==> src/rtl/bnn_packer.sv <==
// Packs single activation bits from the bnn unit into 32-bit words of matrix_size bits,
// with a one-word output register behind a valid/ready handshake.
module bnn_packer (
    input  logic        clk,
    input  logic        reset,
    input  logic        ms_WE,
    input  logic [31:0] ExtImmE,
    input  logic        bit_valid,
    input  logic        bit_in,
    output logic        bit_ready,
    input  logic        pack_flush,
    output logic        word_valid,
    input  logic        word_ready,
    output logic [31:0] word_out,
    output logic [5:0]  word_len,
    output logic        busy
);

    localparam int unsigned DATA_W = 32;
    localparam int unsigned CNT_W  = 6;
    localparam logic [CNT_W-1:0] MS_RESET = CNT_W'(9);
    localparam logic [CNT_W-1:0] MS_MAX   = CNT_W'(DATA_W);

    typedef enum logic {OUT_EMPTY, OUT_FULL} out_state_e;

    out_state_e        state_q, state_d;
    logic [CNT_W-1:0]  ms_q, ms_d;
    logic [CNT_W-1:0]  acc_cnt_q, acc_cnt_d;
    logic [DATA_W-1:0] acc_q, acc_d;
    logic [DATA_W-1:0] word_q, word_d;
    logic [CNT_W-1:0]  len_q, len_d;

    logic              at_last;
    logic              stall;
    logic              accept;
    logic              completion;
    logic [CNT_W-1:0]  cnt_after;
    logic [DATA_W-1:0] acc_with;
    logic [CNT_W-1:0]  ms_wdata;

    logic unused_imm;
    assign unused_imm = ^ExtImmE[DATA_W-1:CNT_W];

    assign ms_wdata   = ExtImmE[CNT_W-1:0];
    assign word_valid = (state_q == OUT_FULL);
    assign busy       = (acc_cnt_q != '0) || word_valid;
    assign word_out   = word_q;
    assign word_len   = len_q;
    assign bit_ready  = !stall;

    // A completing accept is only blocked when the held word cannot drain this cycle.
    assign at_last = (acc_cnt_q == ms_q - CNT_W'(1));
    assign stall   = word_valid && !word_ready && at_last;
    assign accept  = bit_valid && !stall;

    always_comb begin
        state_d   = state_q;
        ms_d      = ms_q;
        acc_cnt_d = acc_cnt_q;
        acc_d     = acc_q;
        word_d    = word_q;
        len_d     = len_q;

        cnt_after = acc_cnt_q + CNT_W'(accept);
        acc_with  = acc_q;
        if (accept && bit_in) begin
            acc_with[acc_cnt_q[4:0]] = 1'b1;
        end
        // A flush folds in any bit accepted this cycle; the full-word case has cnt_after == ms_q.
        completion = (accept && at_last) || (pack_flush && !stall && (cnt_after != '0));

        if (ms_WE && !busy && (ms_wdata != '0) && (ms_wdata <= MS_MAX)) begin
            ms_d = ms_wdata;
        end

        if (completion) begin
            word_d    = acc_with;
            len_d     = cnt_after;
            acc_d     = '0;
            acc_cnt_d = '0;
            state_d   = OUT_FULL;
        end else begin
            acc_d     = acc_with;
            acc_cnt_d = cnt_after;
            if (state_q == OUT_FULL && word_ready) begin
                state_d = OUT_EMPTY;
            end
        end
    end

    always_ff @(posedge clk) begin
        if (reset) begin
            state_q   <= OUT_EMPTY;
            ms_q      <= MS_RESET;
            acc_cnt_q <= '0;
            acc_q     <= '0;
            word_q    <= '0;
            len_q     <= '0;
        end else begin
            state_q   <= state_d;
            ms_q      <= ms_d;
            acc_cnt_q <= acc_cnt_d;
            acc_q     <= acc_d;
            word_q    <= word_d;
            len_q     <= len_d;
        end
    end

endmodule

==> config.mk <==
export PLATFORM = sky130hd
export DESIGN_NAME = bnn_packer
export DESIGN_NICKNAME = d
export VERILOG_FILES = /design/src/rtl/bnn_packer.sv
export SDC_FILE = /design/constraint.sdc
export NUM_CORES = 1
export LEC_CHECK = 0
export CAP_MARGIN = 10
export CORE_UTILIZATION = 45
export DETAILED_ROUTE_END_ITERATION = 8
export MAX_ROUTING_LAYER = met4
export PLACE_DENSITY = 0.75
export SYNTH_ARGS = -nofsm -noshare
export SYNTH_HDL_FRONTEND = slang
export SYNTH_SLANG_ARGS = --single-unit
==> constraint.sdc <==
create_clock -name clk -period 6.7 [get_ports clk]
set_input_delay 1.005 -clock clk [delete_from_list [all_inputs] [get_ports clk]]
set_output_delay 1.005 -clock clk [all_outputs]
set_load 0.02 [all_outputs]
# Yosys cells after proc, flatten, opt, wreduce, memory -nomap -nowiden
# Cells that the tools add are included.
# W data, S select, Z words.
[word_totals] ff_bits=83 inputBits=39 out_inout_bits=41
[classes] n_addsub=2 magnitude_cmp=3 n_eq_ne=1 muxes=5 bitwise_logic=1 n_reduce_logical=22
[op_table] op="$mux W32" count=1
[op_table] op="$or A32 B32 Y32" count=1
[op_table] op="$reduce_bool A6 Y1" count=3
[op_table] op="$logic_and A1 B1 Y1" count=12
[op_table] op="$add A6 B1 Y6" count=1
[op_table] op="$eq A6 B6 Y1" count=1
[op_table] op="$le A6 B6 Y1 const B" count=1
[op_table] op="$lt A5 B6 Y1 const B" count=1
[op_table] op="$sub A6 B1 Y6 const B" count=1
[op_table] op="$demux W1 S5" count=1
[op_table] op="$ge A5 B1 Y1 const B" count=1
[op_table] op="$logic_not A1 Y1" count=3
[op_table] op="$mux W1" count=3
[op_table] op="$logic_or A1 B1 Y1" count=2
[op_table] op="$reduce_bool A2 Y1" count=1
[op_table] op="$reduce_or A2 Y1" count=1

# Depth between registers and ports, before layout
# Gate-level depths: netlist of the first run.
[logic_depth] word_depth=10 depth_mapped=19 ltp_nobuf=15

# Worst setup path after synthesis of the first run
# Ideal clock, no wire load.
[synth_path] kind="reg2reg" from="register ms_q[0]" to="register word_q[0] (netlist: word_out[0])" setup_time_ns=0.121 arrival_time_ns=4.177 required_time_ns=6.579 slack_ns=2.402 path_stages_with_launch=20 path_buffers=5 period_less_slack_ns=4.298 cell_sequence="dfxtp_1 -> inv_1 -> ha_1 -> and2_1 -> o21a_1 -> o31a_1 -> or4_1 -> buf_2 -> buf_1 -> and2_1 -> ha_1 -> and3_1 -> clkbuf_1 -> and4_1 -> o41ai_1 -> o31ai_1 -> nand3_1 -> buf_4 -> buf_2 -> o2bb2ai_1"
[synth_between] elab_chain_cells=9 elab_cells_between_ends=13
[synth_lines] element="start, declared" line="27" rtl="logic [CNT_W-1:0] ms_q, ms_d;"
[synth_lines] element="start signal, assigned" line="101" rtl="ms_q <= ms_d;"
[synth_lines] element="$sub A6 B1 Y6 (*)" line="52" rtl="assign at_last = (acc_cnt_q == ms_q - CNT_W'(1));"
[synth_lines] element="$eq A6 B6 Y1 (*)" line="52"
[synth_lines] element="$logic_and A1 B1 Y1 (*)" line="53" rtl="assign stall = word_valid && !word_ready && at_last;"
[synth_lines] element="$logic_not A1 Y1 (*)"
[synth_lines] element="named net bit_ready" line="10" rtl="output logic bit_ready,"
[synth_lines] element="$logic_and A1 B1 Y1" line="54" rtl="assign accept = bit_valid && !stall;"
[synth_lines] element="$add A6 B1 Y6" line="64" rtl="cnt_after = acc_cnt_q + CNT_W'(accept);"
[synth_lines] element="$reduce_bool A6 Y1" line="70" rtl="completion = (accept && at_last) || (pack_flush && !stall && (cnt_after != '0));"
[synth_lines] element="$logic_and A1 B1 Y1" line="70"
[synth_lines] element="$logic_or A1 B1 Y1" line="70"
[synth_lines] element="end signal, assigned" line="104" rtl="word_q <= word_d;"
[synth_lines] element="end, declared" line="30" rtl="logic [DATA_W-1:0] word_q, word_d;"
# The timed path passes the listed nets; every way through them passes the cells marked *.
# A chain may end at the register's enable or synchronous reset.

# Worst setup path in the final report of the first run
[layout_path] from="register ms_q[0]" to="register word_q[3] (netlist: word_out[3])"
[layout_between] elab_chain_cells=9 elab_cells_between_ends=13
[layout_lines] element="$sub A6 B1 Y6" line="52"
[layout_lines] element="$eq A6 B6 Y1" line="52"
[layout_lines] element="$logic_and A1 B1 Y1" line="53"
[layout_lines] element="$logic_not A1 Y1" line="54"
[layout_lines] element="$logic_and A1 B1 Y1" line="54"
[layout_lines] element="$add A6 B1 Y6" line="64"
[layout_lines] element="named net cnt_after[1]" line="37" rtl="logic [CNT_W-1:0] cnt_after;"
[layout_lines] element="$reduce_bool A6 Y1" line="70"
[layout_lines] element="$logic_and A1 B1 Y1" line="70"
[layout_lines] element="$logic_or A1 B1 Y1" line="70"
# The timed path passes the listed nets, and every way through them passes these cells.

==> results.yml, run 1 <==
status:
  violations: "design-rule violations"
  outcome: "complete, but fails checks"
layout:
  drive_gt1_share_pct: 6.128
  nFillCells: 587
  num_antenna_cells: 0
  multi_input_area_mm2: 0.001230
  seq_area_mm2: 0.001662
  syn2layout_area_growth_pct: 24.33
  nNetsFinal: 396
  final_cells: 436
drt:
  drc: 8
  dr.pass1.iters: 6
  postRouteAntennaNets: 0
  wl_um: 6812
  vias: 2427
  via_per_inst: 5.567
  avgRoutedWirePerCell_um: 15.62
  first_iter_violations: 96
clock_network:
  cts_num_sinks: 83
  cts_resized: 0
  cts_buffer_depth: 2
  root_buffer: "clkbuf_8"
  htreeDepth: 3
  hold_buffers: 0
  insertion_delay_ps: 360
  numCtsBuffers: 9
  clkTransAtPathRegs_ps: 90
  cts_setup_buffers: 0
  cts_tree: "built"
synthesis:
  yosysMostFrequentCell: "dfxtp_1"
  synth_ff_type: "dfxtp_1"
  synth_seq_cells: 83
  synth_seq_area_share_pct: 54.67
  yosysUniqueCellTypes: 38
  synth_edf_count: 0
  async_flop_share_pct: 0
  yosysWarnings: 0
  avgSynthCellArea_um2: 9.900
  synthCells: 307
  syn_area_mm2: 0.003039
  yosysTopAreaCell: "dfxtp_1"
  synth_area_leaders: "dfxtp_1, o2bb2ai_1, a31oi_1"
  synth_top_area_share_pct: 54.67
  syn-num-nets: 349
  ys_top_cells_by_count: "dfxtp_1, nor2_1, o2bb2ai_1"
timing:
  fmaxAchievable_ghz: 0.2066
  min_period_ps: 4839
  slew_headroom_pct: 21.53
  rsz0062_at_grt: "false"
  drv_slew: 0
  final.setup.tns_ps: 0
  worst_pin_slew_ps: 1168
  fin_skew_ps: 9.176
  setup_violations: 0
  fin_crit_sh_pct: 72.23
  final-hold-violation-count: 0
place:
  dp_cells: 419
  gp_congestion: 0.8102
  hpwl_um: 4300
  io_buffers: 53
worst_setup_path:
  crit_path_frequent_cell: "ha_1"
  critPathLaunchType: "flip-flop"
  worstSetupPathType: "flip-flop to flip-flop"
  slowest_stage: "nand3_1"
  cp.required_ps: 6950
  cp_num_buf_inv: 2
  critPathMaxStageDelay_ps: 820
  ff2ff_setup_slack_ps: 1860
  path_delay_family: "simple AND/OR/NAND/NOR gates"
  crit_chain: "inv_1 -> ha_1 -> and2_1 -> o21a_1 -> o31a_1 -> or4_1 -> and2_1 -> ha_1 -> ha_1 -> nor3b_1 -> mux2i_1 -> o41ai_1 -> o31ai_1 -> nand3_1 -> buf_4 -> o2bb2ai_1"
  cp.arrival_ps: 5090
  endpoint_kind: "flip-flop"
  path_max_fanout: 27
grt:
  grt_max_degree: 41
  antenna_found_initial: 0
  grt_pass1_vias: 2318
  overflow: 0
  grt_usage_pct: 21.19
  grt.busiest_layer: "met2"
  use_met3_pct: 6.096
  grt_first_pass_wirelength_um: 11440
  gr-usage-met1_pct: 27.38
  grt_util_met2_pct: 32.19
power:
  leakage_nw: 1.305
  powerDensity_mw_per_mm2: 252.5
  vdd_drop_max_mv: 0.1813
  finalPower_uw: 954.2
floorplan:
  dieArea_mm2: 0.007086
  coreArea_mm2: 0.006422
  start_util_pct: 47.32
  die_x_um: 84.18
  rows: 29
  die_y_um: 84.18
  io_pins: 80
run:
  cap_violations: 0
min_path:
  hold_class: "flip-flop to flip-flop"
[registers in the layout, indices dropped and copies added, names as in the netlist]
signal / cells
acc_q: 32
word_valid: 1
acc_cnt_q: 6
word_len: 6
ms_q: 6
word_out: 32
[cell usage in the layout, fill, tap and decap left out, types with 2 or more instances in the layout]
cell type	synthesis	routed
a21oi_1	4	4
a31oi_1	35	35
and2_1	2	2
and3_1	2	2
and3b_1	2	2
buf_4	1	4
clkbuf_8	0	9
clkdlybuf4s50_1	0	53
clkinv_4	0	2
dfxtp_1	83	83
ha_1	3	3
inv_1	8	8
inv_8	0	2
nand2_1	10	10
nand3_1	6	6
nor2_1	46	46
nor3_1	6	6
nor3b_1	6	6
o21ai_0	6	6
o22ai_1	2	2
o2bb2ai_1	36	36
or4_1	2	2
xnor2_1	8	8
xor2_1	4	4
[per-stage QoR]
step                      hold WS, ps  util (%)  area, um2  setup WS (ps)
final                           458.3     58.84       3779           1861
after global routing            481.8     58.84       3779           1409
after CTS                       465.8     58.60       3764           1849
after detailed placement        440.9     55.72       3578           1575
after global placement          433.4     55.72       3578           1616
after floorplan                 423.9         -       3039           2402
[report_power, final]
| group | leakage [nW] | switching (mW) | internal, mW | total [mW] |
|---|---|---|---|---|
| Combinational | 0.541 | 0.0693 | 0.0398 | 0.109 |
| Clock | 0.0936 | 0.195 | 0.141 | 0.336 |
| Sequential | 0.670 | 0.00804 | 0.501 | 0.509 |
| Total | 1.30 | 0.272 | 0.682 | 0.954 |
[worst min-delay path: stages (launching register included)]
cell,delay (ps)
dfxtp_1,310
a31oi_1,50
nor2_1,70
[area by class of cell]
type	count	share of cell area (%)
clock buffer	9	3.278
clock inverter	7	1.623
inverter	8	0.7947
multi-input combinational	194	32.55
sequential	83	43.97
tap	77	2.550
timing repair buffer	58	15.23
[logic make-up after synthesis]
logic type               share of synthesized area, %
multiplexers                                   0.3294
adder cells (fa/ha/maj)                         1.235
XOR/XNOR                                        3.458
AO/OA/AOI/OAI                                   21.98
AND/OR/NAND/NOR                                 13.46
flip-flops                                      54.67
buffers and inverters                           4.858
[metal layers]
metal  up-vias  part of all wire [%]
met5         -                     0
met4         0                   1.2
met3         6                   6.1
met2        59                    44
met1      1147                    49
li1       1215                     -
[path summary, 6_finish.rpt]
check,startpoint,end,depth (start not counted)
worst max-delay path,ms_q[0],word_out[3],16
worst max register to register,ms_q[0],word_out[3],16
worst min-delay path,acc_q[16],acc_q[16],2
worst min register to register,acc_q[16],acc_q[16],2
No activity file was read; power rests on OpenSTA's default activity.
==> run 2: changes to the inputs <==
==> constraint.sdc (replaced) <==
create_clock -name clk -period 4.5 [get_ports clk]
set_input_delay 0.675 -clock clk [delete_from_list [all_inputs] [get_ports clk]]
set_output_delay 0.675 -clock clk [all_outputs]
set_load 0.02 [all_outputs]
==> run 2 against run 1 <==
Compared with the run above:
- the run still ends with design-rule violations left
- first-iteration DRC count is 48% higher
- wire length decreased by 0.51%
- count of clock-buffer cells in the layout unchanged
- sequential cell count did not move
- maximum frequency is 14% higher
- power grew 52%
- clock skew up 3.6 ps
- via count increased by 1.2%
- critical endpoint is now word_len[1]
- highest routed layer unchanged
==> results.yml, run 2 (synthesis results as in run 1) <==
timing:
  final.setup.tns_ps: 0
  drv_slew: 0
  worst_hold_slack_ps: 457.8
  final-hold-violation-count: 0
  setup_violations: 0
  rsz0062_at_grt: "false"
  fin_crit_sh_pct: 94.19
  slew_headroom_pct: 17.93
  fmaxAchievable_ghz: 0.2359
  worst_pin_slew_ps: 1222
  min_period_ps: 4239
  setup_ws_ps: 261.4
  fin_skew_ps: 12.77
clock_network:
  root_buffer: "clkbuf_8"
  numCtsBuffers: 9
  htreeDepth: 3
  cts_setup_buffers: 0
  clkTransAtPathRegs_ps: 80
  insertion_delay_ps: 350
  cts_buffer_depth: 2
  cts_num_sinks: 83
  cts_resized: 0
  cts_tree: "built"
  hold_buffers: 0
grt:
  grt_max_degree: 41
  grt_usage_pct: 20.81
  antenna_found_initial: 0
  grt_first_pass_wirelength_um: 11370
  grt_pass1_vias: 2389
  overflow: 0
worst_setup_path:
  worst_r2r_endpoint: "word_len[1]"
  reg2reg_depth: 16
  crit_start: "ms_q[0]"
  path_max_fanout: 40
  rr_startpoint: "ms_q[0]"
  cp.required_ps: 4770
  worstSetupPathType: "flip-flop to flip-flop"
  endpoint_kind: "flip-flop"
  cp.arrival_ps: 4510
  critPathLaunchType: "flip-flop"
  ff2ff_setup_slack_ps: 260
floorplan:
  dieArea_mm2: 0.007086
  coreArea_mm2: 0.006422
  io_pins: 80
  die_y_um: 84.18
  die_x_um: 84.18
  start_util_pct: 47.32
  rows: 29
drt:
  avgRoutedWirePerCell_um: 15.40
  first_iter_violations: 142
  dr.pass1.iters: 6
  postRouteAntennaNets: 0
  via_per_inst: 5.580
  wl_um: 6777
  drc: 8
  vias: 2455
min_path:
  hold_path_end: "word_len[1]"
  hold_start: "word_len[1]"
  hold_class: "flip-flop to flip-flop"
  worstHoldPathCells: 2
place:
  dp_cells: 425
  hpwl_um: 4397
  post_dp_cell_area_mm2: 0.003636
  pre_cts_ws_ps: 319.3
  gp_congestion: 0.8587
  io_buffers: 53
layout:
  final_cells: 440
  syn2layout_area_growth_pct: 25.85
  final_common_cell: "dfxtp_1"
  fin_area_mm2: 0.003825
  num_antenna_cells: 0
  nNetsFinal: 401
  nFillCells: 561
  most-common-layout-cells: "dfxtp_1, clkdlybuf4s50_1, nor2_1, o2bb2ai_1, a31oi_1"
  final_util_pct: 59.56
  drive_gt1_share_pct: 7.163
status:
  violations: "design-rule violations"
  outcome: "complete, but fails checks"
power:
  powerDensity_mw_per_mm2: 378.0
  vdd_drop_max_mv: 0.2009
  finalPower_mw: 1.446
  leakage_nw: 1.333
run:
  cap_violations: 0
run 2: cell count changes in the layout (fill, tap and decap cells not counted):
| cell | previous run | this run |
|---|---|---|
| buf_4 | 4 | 9 |
| inv_8 | 2 | 0 |
| buf_12 | 0 | 1 |
| buf_8 | 1 | 0 |
| bufinv_16 | 0 | 1 |
| clkinv_2 | 1 | 2 |
| clkinv_4 | 2 | 1 |
run 2: how the worst max path moves through the flow:
stage,endpoint,cells after the start
2_1_floorplan,word_out[0],19
4_1_cts,word_len[1],16
3_5_place_dp,word_len[0],16
6_report,word_len[1],16
3_3_place_gp,word_len[1],16
5_1_grt,word_len[1],16
run 2: worst max-delay path: stages, from the launching register on:
cell,delay (ps)
dfxtp_1,400
inv_1,80
ha_1,210
and2_1,180
o21a_1,190
o31a_1,270
or4_1,530
and2_1,180
ha_1,190
ha_1,310
nor3_1,200
mux2i_1,110
o41ai_1,400
o31ai_1,260
a21o_1,230
buf_4,260
o22ai_1,170
run 2: where the power goes:
group | total [mW] | switching, mW | internal [mW]
Sequential | 0.757 | 0.0117 | 0.746
Clock | 0.520 | 0.266 | 0.254
Combinational | 0.168 | 0.104 | 0.0638
run 2: routing by layer:
| layer | vias up | GRT usage, % | routed length, um |
|---|---|---|---|
| met3 | 6 | 3.736 | 367 |
| li1 | 1216 | - | - |
| met2 | 73 | 31.07 | 2993 |
| met4 | 0 | 8.934 | 74 |
| met5 | - | - | 0 |
| met1 | 1160 | 27.80 | 3342 |
run 2: area by class of cell:
type | instances | area [um2] | area share (%)
Clock buffer | 9 | 123.9 | 3.238
Clock inverter | 6 | 65.06 | 1.701
Inverter | 8 | 30.03 | 0.7851
Multi-Input combinational cell | 194 | 1230 | 32.16
Sequential cell | 83 | 1662 | 43.44
Tap cell | 77 | 96.34 | 2.519
Timing Repair Buffer | 63 | 618.1 | 16.16
==> run 3: changes to the inputs <==
--- a/config.mk
+++ b/config.mk
@@ -8,6 +8,7 @@
 export CAP_MARGIN = 10
 export CORE_UTILIZATION = 45
 export DETAILED_ROUTE_END_ITERATION = 8
+export GPL_ROUTABILITY_DRIVEN = 0
 export MAX_ROUTING_LAYER = met4
 export PLACE_DENSITY = 0.75
 export SYNTH_ARGS = -nofsm -noshare
==> constraint.sdc (replaced) <==
create_clock -name clk -period 5.46 [get_ports clk]
set_input_delay 0.819 -clock clk [delete_from_list [all_inputs] [get_ports clk]]
set_output_delay 0.819 -clock clk [all_outputs]
set_load 0.02 [all_outputs]
==> run 3 against run 2 <==
Compared with the run above:
- the run still ends with design-rule violations left
- critical endpoint is now word_len[0]
- global-route usage is 0.56 points higher
- power fell by 16%
- wire length barely moved
- first-iteration DRC count decreased by 14%
- clock power shrank 14%
- largest power group unchanged
- final area rose by 0.13%
==> results.yml, run 3 (synthesis results as in run 1) <==
worst_setup_path:
  worstSetupPathType: "flip-flop to flip-flop"
  cp.arrival_ps: 4760
  endpoint_kind: "flip-flop"
  cp.required_ps: 5700
  cp_num_buf_inv: 1
  crit_start: "acc_cnt_q[2]"
  reg2reg_depth: 14
  critPathMaxStageDelay_ps: 660
  path_delay_family: "simple AND/OR/NAND/NOR gates"
  critPathLaunchType: "flip-flop"
  ff2ff_setup_slack_ps: 940
  path_depth: 14
  worst_r2r_endpoint: "word_len[0]"
  crit_end: "word_len[0]"
  path_max_fanout: 25
  rr_startpoint: "acc_cnt_q[2]"
  crit_chain: "and2_1 -> a211oi_1 -> o31a_1 -> or4_1 -> and2_1 -> ha_1 -> ha_1 -> nor3b_1 -> mux2i_1 -> o41ai_1 -> o31ai_1 -> nand3_1 -> buf_12 -> o22ai_1"
  slowest_stage: "dfxtp_1"
run:
  cap_violations: 0
grt:
  grt_first_pass_wirelength_um: 11450
  grt_usage_pct: 21.37
  grt_max_degree: 41
  grt_pass1_vias: 2405
  overflow: 0
  antenna_found_initial: 0
timing:
  fmaxAchievable_ghz: 0.2212
  worst_pin_slew_ps: 1153
  final.setup.tns_ps: 0
  fin_skew_ps: 6.676
  drv_slew: 0
  min_period_ps: 4520
  final-hold-violation-count: 0
  fin_crit_sh_pct: 82.79
  rsz0062_at_grt: "false"
  slew_headroom_pct: 22.54
  setup_ws_ps: 939.6
  setup_violations: 0
clock_network:
  htreeDepth: 3
  numCtsBuffers: 9
  cts_tree: "built"
  insertion_delay_ps: 350
  clkTransAtPathRegs_ps: 80
  cts_resized: 0
  cts_num_sinks: 83
  root_buffer: "clkbuf_8"
  cts_buffer_depth: 2
  hold_buffers: 0
  cts_setup_buffers: 0
power:
  leakage_nw: 1.334
  vdd_drop_max_mv: 0.1684
  powerDensity_mw_per_mm2: 316.7
  finalPower_mw: 1.213
layout:
  nNetsFinal: 397
  final_cells: 437
  syn2layout_area_growth_pct: 26.02
  nFillCells: 553
  drive_gt1_share_pct: 6.111
  fin_area_mm2: 0.003830
  num_antenna_cells: 0
  final_common_cell: "dfxtp_1"
  most-common-layout-cells: "dfxtp_1, clkdlybuf4s50_1, nor2_1, o2bb2ai_1, a31oi_1"
place:
  pre_cts_ws_ps: 829.6
  dp_cells: 420
  hpwl_um: 4343
  io_buffers: 53
  post_dp_cell_area_mm2: 0.003598
floorplan:
  rows: 29
  coreArea_mm2: 0.006422
  io_pins: 80
  dieArea_mm2: 0.007086
  die_y_um: 84.18
  start_util_pct: 47.32
  die_x_um: 84.18
drt:
  postRouteAntennaNets: 0
  wl_um: 6771
  drc: 8
  dr.pass1.iters: 6
  avgRoutedWirePerCell_um: 15.49
  first_iter_violations: 122
  vias: 2435
  via_per_inst: 5.572
min_path:
  hold_class: "flip-flop to flip-flop"
status:
  outcome: "complete, but fails checks"
  violations: "design-rule violations"
==> run 3: cell count changes in the layout (fill, tap and decap cells not counted), sizes merged <==
cell | previous run | this run
clkinvlp | 1 | 0
clkbuf | 9 | 12
inv | 9 | 8
buf | 10 | 6
==> run 3: metrics by stage <==
stage	hold slack, ps	utilization (%)
2_1_floorplan	423.9	-
4_1_cts	459.9	59.21
6_report	457.5	59.63
3_5_place_dp	441.0	56.03
5_1_grt	485.7	59.63
3_3_place_gp	433.4	56.03
==> run 3: report_power, final <==
group / internal [mW] / switching, mW
sequential: 0.615 / 0.00972
clock: 0.236 / 0.212
combinational: 0.0552 / 0.0854
total: 0.906 / 0.307
==> run 3: tightest hold or removal path, cell delays in order (launching register included) <==
cell     delay (ps)
dfxtp_1         320
inv_1            50
o22ai_1          50
==> run 3: area by class of cell <==
type / instances / area [um2] / share of cell area [%]
Clock buffer: 12 / 155.1 / 4.051
Clock inverter: 4 / 48.80 / 1.274
Inverter: 8 / 30.03 / 0.7841
Multi-Input combinational cell: 194 / 1230 / 32.11
Sequential cell: 83 / 1662 / 43.38
Tap cell: 77 / 96.34 / 2.516
Timing Repair Buffer: 59 / 608.1 / 15.88
==> run 3: layer usage <==
layer	part of all wire, %	GRT usage (%)
met1	49	27.51
met2	44	31.97
met3	4.6	5.310
met4	1.7	9.248
met5	0	-
==> run 3: worst min-delay path by stage <==
stage                            from     endpoint  cells after the start  slack (ps)
after floorplan              acc_q[0]     acc_q[0]                      2         420
after global placement       acc_q[0]     acc_q[0]                      2         430
after detailed placement     acc_q[9]     acc_q[9]                      2         440
after global routing         acc_q[9]     acc_q[9]                      2         490
final                     word_len[1]  word_len[1]                      2         460
after CTS                 word_len[1]  word_len[1]                      2         460
